--- src/rtl/ps2_rx.sv ---
// ps2_rx: filtered PS/2 frame receiver with E0/F0/E1 prefix folding and an event FIFO.
// Optional macro PS2_RX_TIMEOUT_EN enables the inter-edge frame timeout. Revision 1.0.
`default_nettype none

module ps2_rx #(
  parameter int FIFO_DEPTH = 4,
  parameter int TIMEOUT    = 2000
) (
  input  logic       clock,
  input  logic       reset,
  input  logic       ce,
  input  logic [1:0] ps2,
  output logic       valid,
  input  logic       rd,
  output logic [7:0] code,
  output logic       ext,
  output logic       rel,
  output logic       ovf,
  output logic       ferr
);

  localparam int AW = (FIFO_DEPTH > 1) ? $clog2(FIFO_DEPTH) : 1;

  localparam logic [1:0] S_IDLE   = 2'd0;
  localparam logic [1:0] S_DATA   = 2'd1;
  localparam logic [1:0] S_PARITY = 2'd2;
  localparam logic [1:0] S_STOP   = 2'd3;

  logic [7:0]  r_filt;
  logic        r_fclk;
  logic        w_fall;
  logic        w_bit;
  logic        w_to;
  logic [1:0]  r_state, w_state_nxt;
  logic [7:0]  r_sh;
  logic [2:0]  r_cnt;
  logic        r_par;
  logic        w_accept, w_err;
  logic        r_acc, r_ferr;
  logic [7:0]  r_byte;
  logic        r_pext, r_prel;
  logic [2:0]  r_disc;
  logic        w_prefix, w_push, w_pop, w_wr, w_empty, w_full;
  logic [AW:0] r_wptr, r_rptr;
  logic        r_ovf;
  logic [9:0]  r_mem [FIFO_DEPTH];
  logic [9:0]  w_head;

  always_ff @(posedge clock or negedge reset) begin
    if (!reset) begin
      r_filt <= 8'hFF;
      r_fclk <= 1'b1;
    end else if (ce) begin
      r_filt <= {r_filt[6:0], ps2[0]};
      if (r_filt == 8'hFF)      r_fclk <= 1'b1;
      else if (r_filt == 8'h00) r_fclk <= 1'b0;
    end
  end

  assign w_fall = ce & r_fclk & (r_filt == 8'h00);
  assign w_bit  = ps2[1];

`ifdef PS2_RX_TIMEOUT_EN
  logic [15:0] r_to_cnt;

  always_ff @(posedge clock or negedge reset) begin
    if (!reset) begin
      r_to_cnt <= 16'd0;
    end else if (ce) begin
      if (r_state == S_IDLE || w_fall || w_to) r_to_cnt <= 16'd0;
      else                                     r_to_cnt <= r_to_cnt + 16'd1;
    end
  end

  assign w_to = ce & (r_state != S_IDLE) & (r_to_cnt == 16'(TIMEOUT));
`else
  logic [31:0] w_unused_timeout;
  assign w_unused_timeout = TIMEOUT;
  assign w_to = 1'b0;
`endif

  always_ff @(posedge clock or negedge reset) begin
    if (!reset) r_state <= S_IDLE;
    else        r_state <= w_state_nxt;
  end

  always_comb begin
    w_state_nxt = r_state;
    if (w_to) begin
      w_state_nxt = S_IDLE;
    end else if (w_fall) begin
      case (r_state)
        S_IDLE:   if (!w_bit) w_state_nxt = S_DATA;
        S_DATA:   if (r_cnt == 3'd7) w_state_nxt = S_PARITY;
        S_PARITY: w_state_nxt = S_STOP;
        S_STOP:   w_state_nxt = S_IDLE;
        default:  w_state_nxt = S_IDLE;
      endcase
    end
  end

  always_comb begin
    w_accept = 1'b0;
    w_err    = w_to;
    if (w_fall && !w_to) begin
      case (r_state)
        S_IDLE: w_err = w_bit;
        S_STOP: begin
          w_accept = w_bit & (^{r_sh, r_par});
          w_err    = ~w_accept;
        end
        default: ;
      endcase
    end
  end

  always_ff @(posedge clock or negedge reset) begin
    if (!reset) begin
      r_sh   <= 8'h00;
      r_cnt  <= 3'd0;
      r_par  <= 1'b0;
      r_acc  <= 1'b0;
      r_byte <= 8'h00;
      r_ferr <= 1'b0;
    end else begin
      r_acc  <= w_accept;
      r_ferr <= w_err;
      if (w_accept) r_byte <= r_sh;
      if (w_fall && !w_to) begin
        case (r_state)
          S_IDLE:   r_cnt <= 3'd0;
          S_DATA: begin
            r_sh  <= {w_bit, r_sh[7:1]};
            r_cnt <= r_cnt + 3'd1;
          end
          S_PARITY: r_par <= w_bit;
          default: ;
        endcase
      end
    end
  end

  // E1 opens the Pause sequence: its 7 trailing bytes never become events.
  assign w_prefix = (r_byte == 8'hE0) | (r_byte == 8'hF0) | (r_byte == 8'hE1);
  assign w_push   = r_acc & (r_disc == 3'd0) & ~w_prefix;

  always_ff @(posedge clock or negedge reset) begin
    if (!reset) begin
      r_pext <= 1'b0;
      r_prel <= 1'b0;
      r_disc <= 3'd0;
    end else if (r_acc) begin
      if (r_disc != 3'd0)        r_disc <= r_disc - 3'd1;
      else if (r_byte == 8'hE0)  r_pext <= 1'b1;
      else if (r_byte == 8'hF0)  r_prel <= 1'b1;
      else if (r_byte == 8'hE1)  r_disc <= 3'd7;
      else begin
        r_pext <= 1'b0;
        r_prel <= 1'b0;
      end
    end
  end

  assign w_empty = (r_wptr == r_rptr);
  assign w_full  = (r_wptr[AW-1:0] == r_rptr[AW-1:0]) & (r_wptr[AW] != r_rptr[AW]);
  assign w_pop   = rd & ~w_empty;
  assign w_wr    = w_push & (~w_full | w_pop);

  always_ff @(posedge clock or negedge reset) begin
    if (!reset) begin
      r_wptr <= '0;
      r_rptr <= '0;
      r_ovf  <= 1'b0;
    end else begin
      if (w_wr)  r_wptr <= r_wptr + {{AW{1'b0}}, 1'b1};
      if (w_pop) r_rptr <= r_rptr + {{AW{1'b0}}, 1'b1};
      if (w_push && w_full && !w_pop) r_ovf <= 1'b1;
    end
  end

  always_ff @(posedge clock) begin
    if (w_wr) r_mem[r_wptr[AW-1:0]] <= {r_pext, r_prel, r_byte};
  end

  assign w_head = r_mem[r_rptr[AW-1:0]];
  assign valid  = ~w_empty;
  assign code   = valid ? w_head[7:0] : 8'h00;
  assign ext    = valid & w_head[9];
  assign rel    = valid & w_head[8];
  assign ovf    = r_ovf;
  assign ferr   = r_ferr;

endmodule

`default_nettype wire

--- config.mk ---
export PLATFORM = sky130hd
export DESIGN_NAME = ps2_rx
export DESIGN_NICKNAME = d
export VERILOG_FILES = /design/src/rtl/ps2_rx.sv
export SDC_FILE = /design/constraint.sdc
export NUM_CORES = 1
export LEC_CHECK = 0
export ABC_CLOCK_PERIOD_IN_PS = 2600
export CAP_MARGIN = 0
export CORE_MARGIN = 2
export CORE_UTILIZATION = 24
export DETAILED_ROUTE_END_ITERATION = 16
export PLACE_DENSITY = 0.48
export SYNTH_ARGS = -nofsm -noshare
export SYNTH_HDL_FRONTEND = slang
export SYNTH_SLANG_ARGS = --single-unit
--- constraint.sdc ---
create_clock -name clock -period 2.6 [get_ports clock]
set_clock_uncertainty 0.2 [all_clocks]
set_input_delay 0.52 -clock clock [delete_from_list [all_inputs] [get_ports clock]]
set_output_delay 0.52 -clock clock [all_outputs]
set_load 0.005 [all_outputs]
==> flow_metrics.py <==
metrics = {
    "status": {
        "status": "finished clean",
    },
    "finish": {
        "n_antenna_cell": 0,
        "final_area_um2": 4580,
        "fillCellCount": 1524,
        "layout-drive-gt1-share_pct": 27.7,
        "syn_to_final_growth_pct": 23.1,
        "layout.nets": 325,
    },
    "route": {
        "routed_wl_um": 6660,
        "drt_pass1_iterations": 4,
        "drc_errors": 0,
        "vias": 2098,
        "final_antenna_net_count": 0,
        "vias_per_cell": 4.21,
        "first_iter_violations": 98,
        "wire_per_inst_um": 13.4,
    },
    "logic_synthesis": {
        "synth_enable_flop_cells": 40,
        "synth_area_leader_cell": "edfxtp_1",
        "syn_area_um2": 3720,
        "ys_seq_elements": 85,
        "avgSynthCellArea_um2": 14.3,
        "synth_top_area_share_pct": 32.3,
        "netlist_top_cells_count": "edfxtp_1 (40), dfrtp_1 (36), nand2_1 (33)",
        "synthCells": 260,
        "synth_nets": 280,
        "ys_seq_area_share_pct": 62.9,
        "yosys-top-cells-area": "edfxtp_1 (32%), dfrtp_1 (24%), dfstp_2 (6.4%)",
        "yosysMostFrequentCell": "edfxtp_1",
        "ys_warn_count": 0,
        "async_flop_share_pct": 52.9,
        "yosys_most_used_dff": "edfxtp_1",
        "ys_types": 40,
    },
    "floorplan": {
        "die_w_um": 128,
        "start_util_pct": 24.6,
        "die_h_um": 128,
        "core_area_um2": 15100,
        "ios": 19,
        "dieArea_um2": 16500,
        "fp-row-count": 45,
    },
    "sta": {
        "fin_ws_ps": 74.6,
        "tns_ps": 0,
        "grt_setup_unrepaired": "false",
        "timing.final.hold_violations": 0,
        "setup_violations": 0,
        "hold_slack_ps": 71.1,
        "drv_slew": 0,
        "period_share_pct": 97.1,
        "tightest_slew_ps": 586,
        "relSlewSlack_pct": 61.0,
        "fin_crit_ps": 2530,
        "fmax_mhz": 396,
    },
    "clock_network": {
        "cts_sinks": 85,
        "clock_path_buffers": 2,
        "clkTransAtPathRegs_ps": 60,
        "cts_tree": "built",
        "cts_buffers": 9,
        "clockRootBuffer": "clkbuf_16",
        "h-tree-depth": 3,
        "insertion_delay_ps": 330,
        "holdBufCountCts": 0,
    },
    "placed_design": {
        "io_buffer_count": 18,
        "post-place-ws_ps": 74.2,
        "hpwl_um": 4620,
        "place_congestion": 0.727,
        "place_area_um2": 4240,
    },
    "critical_path": {
        "critical_path.max_fanout": 6,
        "path_class": "register to primary output",
        "worst_ep_required_time_ps": 1880,
        "start_kind": "register",
        "endpoint_kind": "primary output",
        "worstPathArrival_ps": 1810,
    },
    "run": {
        "max-cap-violations": 0,
    },
    "hold_path": {
        "hold_class": "input port to asynchronous set/reset pin",
    },
    "global_route": {
        "grt_first_pass_wirelength_um": 11100,
        "grt_max_degree": 46,
        "grt_overflow": 0,
        "first_global_vias": 2132,
        "antenna_found_initial": 0,
        "grt_util_all_layers_pct": 8.88,
    },
    "power_and_ir_drop": {
        "powerDensity_nw_per_um2": 816,
        "ir_drop_uv": 310,
        "leakage_uw": 0.00189,
    },
}
## registers in the layout, summed over array words and instances, names as in the netlist
| register | count |
|---|---|
| r_sh | 8 |
| r_acc | 1 |
| r_disc | 3 |
| ferr | 1 |
| r_cnt | 3 |
| r_mem | 40 |
| r_byte | 8 |
| r_filt | 8 |
| r_par | 1 |
| r_state | 2 |
| r_rptr | 3 |
| r_fclk | 1 |
| r_prel | 1 |
| r_pext | 1 |
| ovf | 1 |
| r_wptr | 3 |
## metal layers
| metal | wire length (um) | up-vias | track usage [%] | part of all wire [%] |
|---|---|---|---|---|
| li1 | - | 1028 | - | - |
| met3 | 200 | 8 | 3.12 | 3.0 |
| met2 | 3220 | 27 | 14.4 | 48 |
| met4 | 87 | 0 | 3.64 | 1.3 |
| met5 | 0 | - | 0 | 0 |
| met1 | 3150 | 1035 | 10.8 | 47 |
## path summary, 6_finish.rpt
kind                       startpoint        end  slack (ps)  cells past startpoint
max                         r_rptr[0]    code[5]          70                      5
min                             reset   r_cnt[1]          70                      2
max reg2reg                   r_sh[5]  r_byte[1]         170                      5
min reg2reg                       ovf        ovf         270                      1
max in group asynchronous       reset  r_rptr[0]        1710                      2
min in group clock                ovf        ovf         270                      1
## cells by family after synthesis
| family | count (synthesis) | share of synthesized area [%] |
|---|---|---|
| compound gates | 22 | 3.63 |
| xor+xnor | 14 | 3.67 |
| fa+ha+maj | 14 | 4.71 |
| buf+inv | 20 | 2.29 |
| flops | 85 | 62.9 |
| mux | 28 | 12.2 |
| simple gates | 77 | 10.6 |
## power by group
group	leakage, uW	internal, uW	switching [uW]	total (uW)
clock network	0.000133	678	517	1190
logic	0.000842	568	374	942
registers	0.000915	1510	91.1	1600
total	0.00189	2760	982	3740
## cell usage in the layout (no fill, tap or decap), drive strengths merged, types with 3 or more instances in the layout
| master | synthesis | layout |
|---|---|---|
| a21oi | 4 | 4 |
| xnor2 | 8 | 8 |
| dfrtp | 36 | 36 |
| nor2 | 4 | 4 |
| ha | 14 | 14 |
| dlygate4sd2 | 0 | 4 |
| xor2 | 5 | 5 |
| clkbuf | 5 | 15 |
| nand3 | 7 | 7 |
| nor3 | 4 | 4 |
| and2 | 14 | 14 |
| nand3b | 3 | 3 |
| buf | 3 | 25 |
| clkdlybuf4s50 | 0 | 7 |
| nand2 | 33 | 33 |
| dfstp | 9 | 9 |
| mux2 | 16 | 16 |
| mux4 | 10 | 10 |
| o21ai | 10 | 10 |
| inv | 12 | 14 |
| edfxtp | 40 | 40 |
## metrics by stage
| step | power [uW] | cells | util [%] |
|---|---|---|---|
| after CTS | 3780 | 497 | 30.2 |
| after global placement | 2530 | 475 | 28.0 |
| after global routing | 3970 | 498 | 30.2 |
| after detailed placement | 2540 | 475 | 28.0 |
| final | 3740 | 498 | 30.2 |
| after floorplan | 2120 | 260 | - |
## cell type report
type / count / area, um2 / area share, %
inverters: 12 / 45.0 / 0.983
clock buffers: 10 / 239 / 5.22
well taps: 188 / 235 / 5.14
repair buffers: 42 / 365 / 7.98
multi-input cells: 155 / 1310 / 28.6
clock inverters: 6 / 45.0 / 0.983
flip-flops and latches: 85 / 2340 / 51.1
## critical path, stage by stage, from the launching register on
cell and delay (ps):
dfrtp_2 420, buf_12 140, buf_6 100, mux4_2 470, and2_1 160, clkdlybuf4s15_1 190
## repair_timing
item | CTS | global route
pin swaps | 1 | 0
setup endpoints to repair | 11 | 7
resized for setup | 20 | 11
setup buffers | 6 | 1
Note: power is estimated with default switching activity, not from simulation.
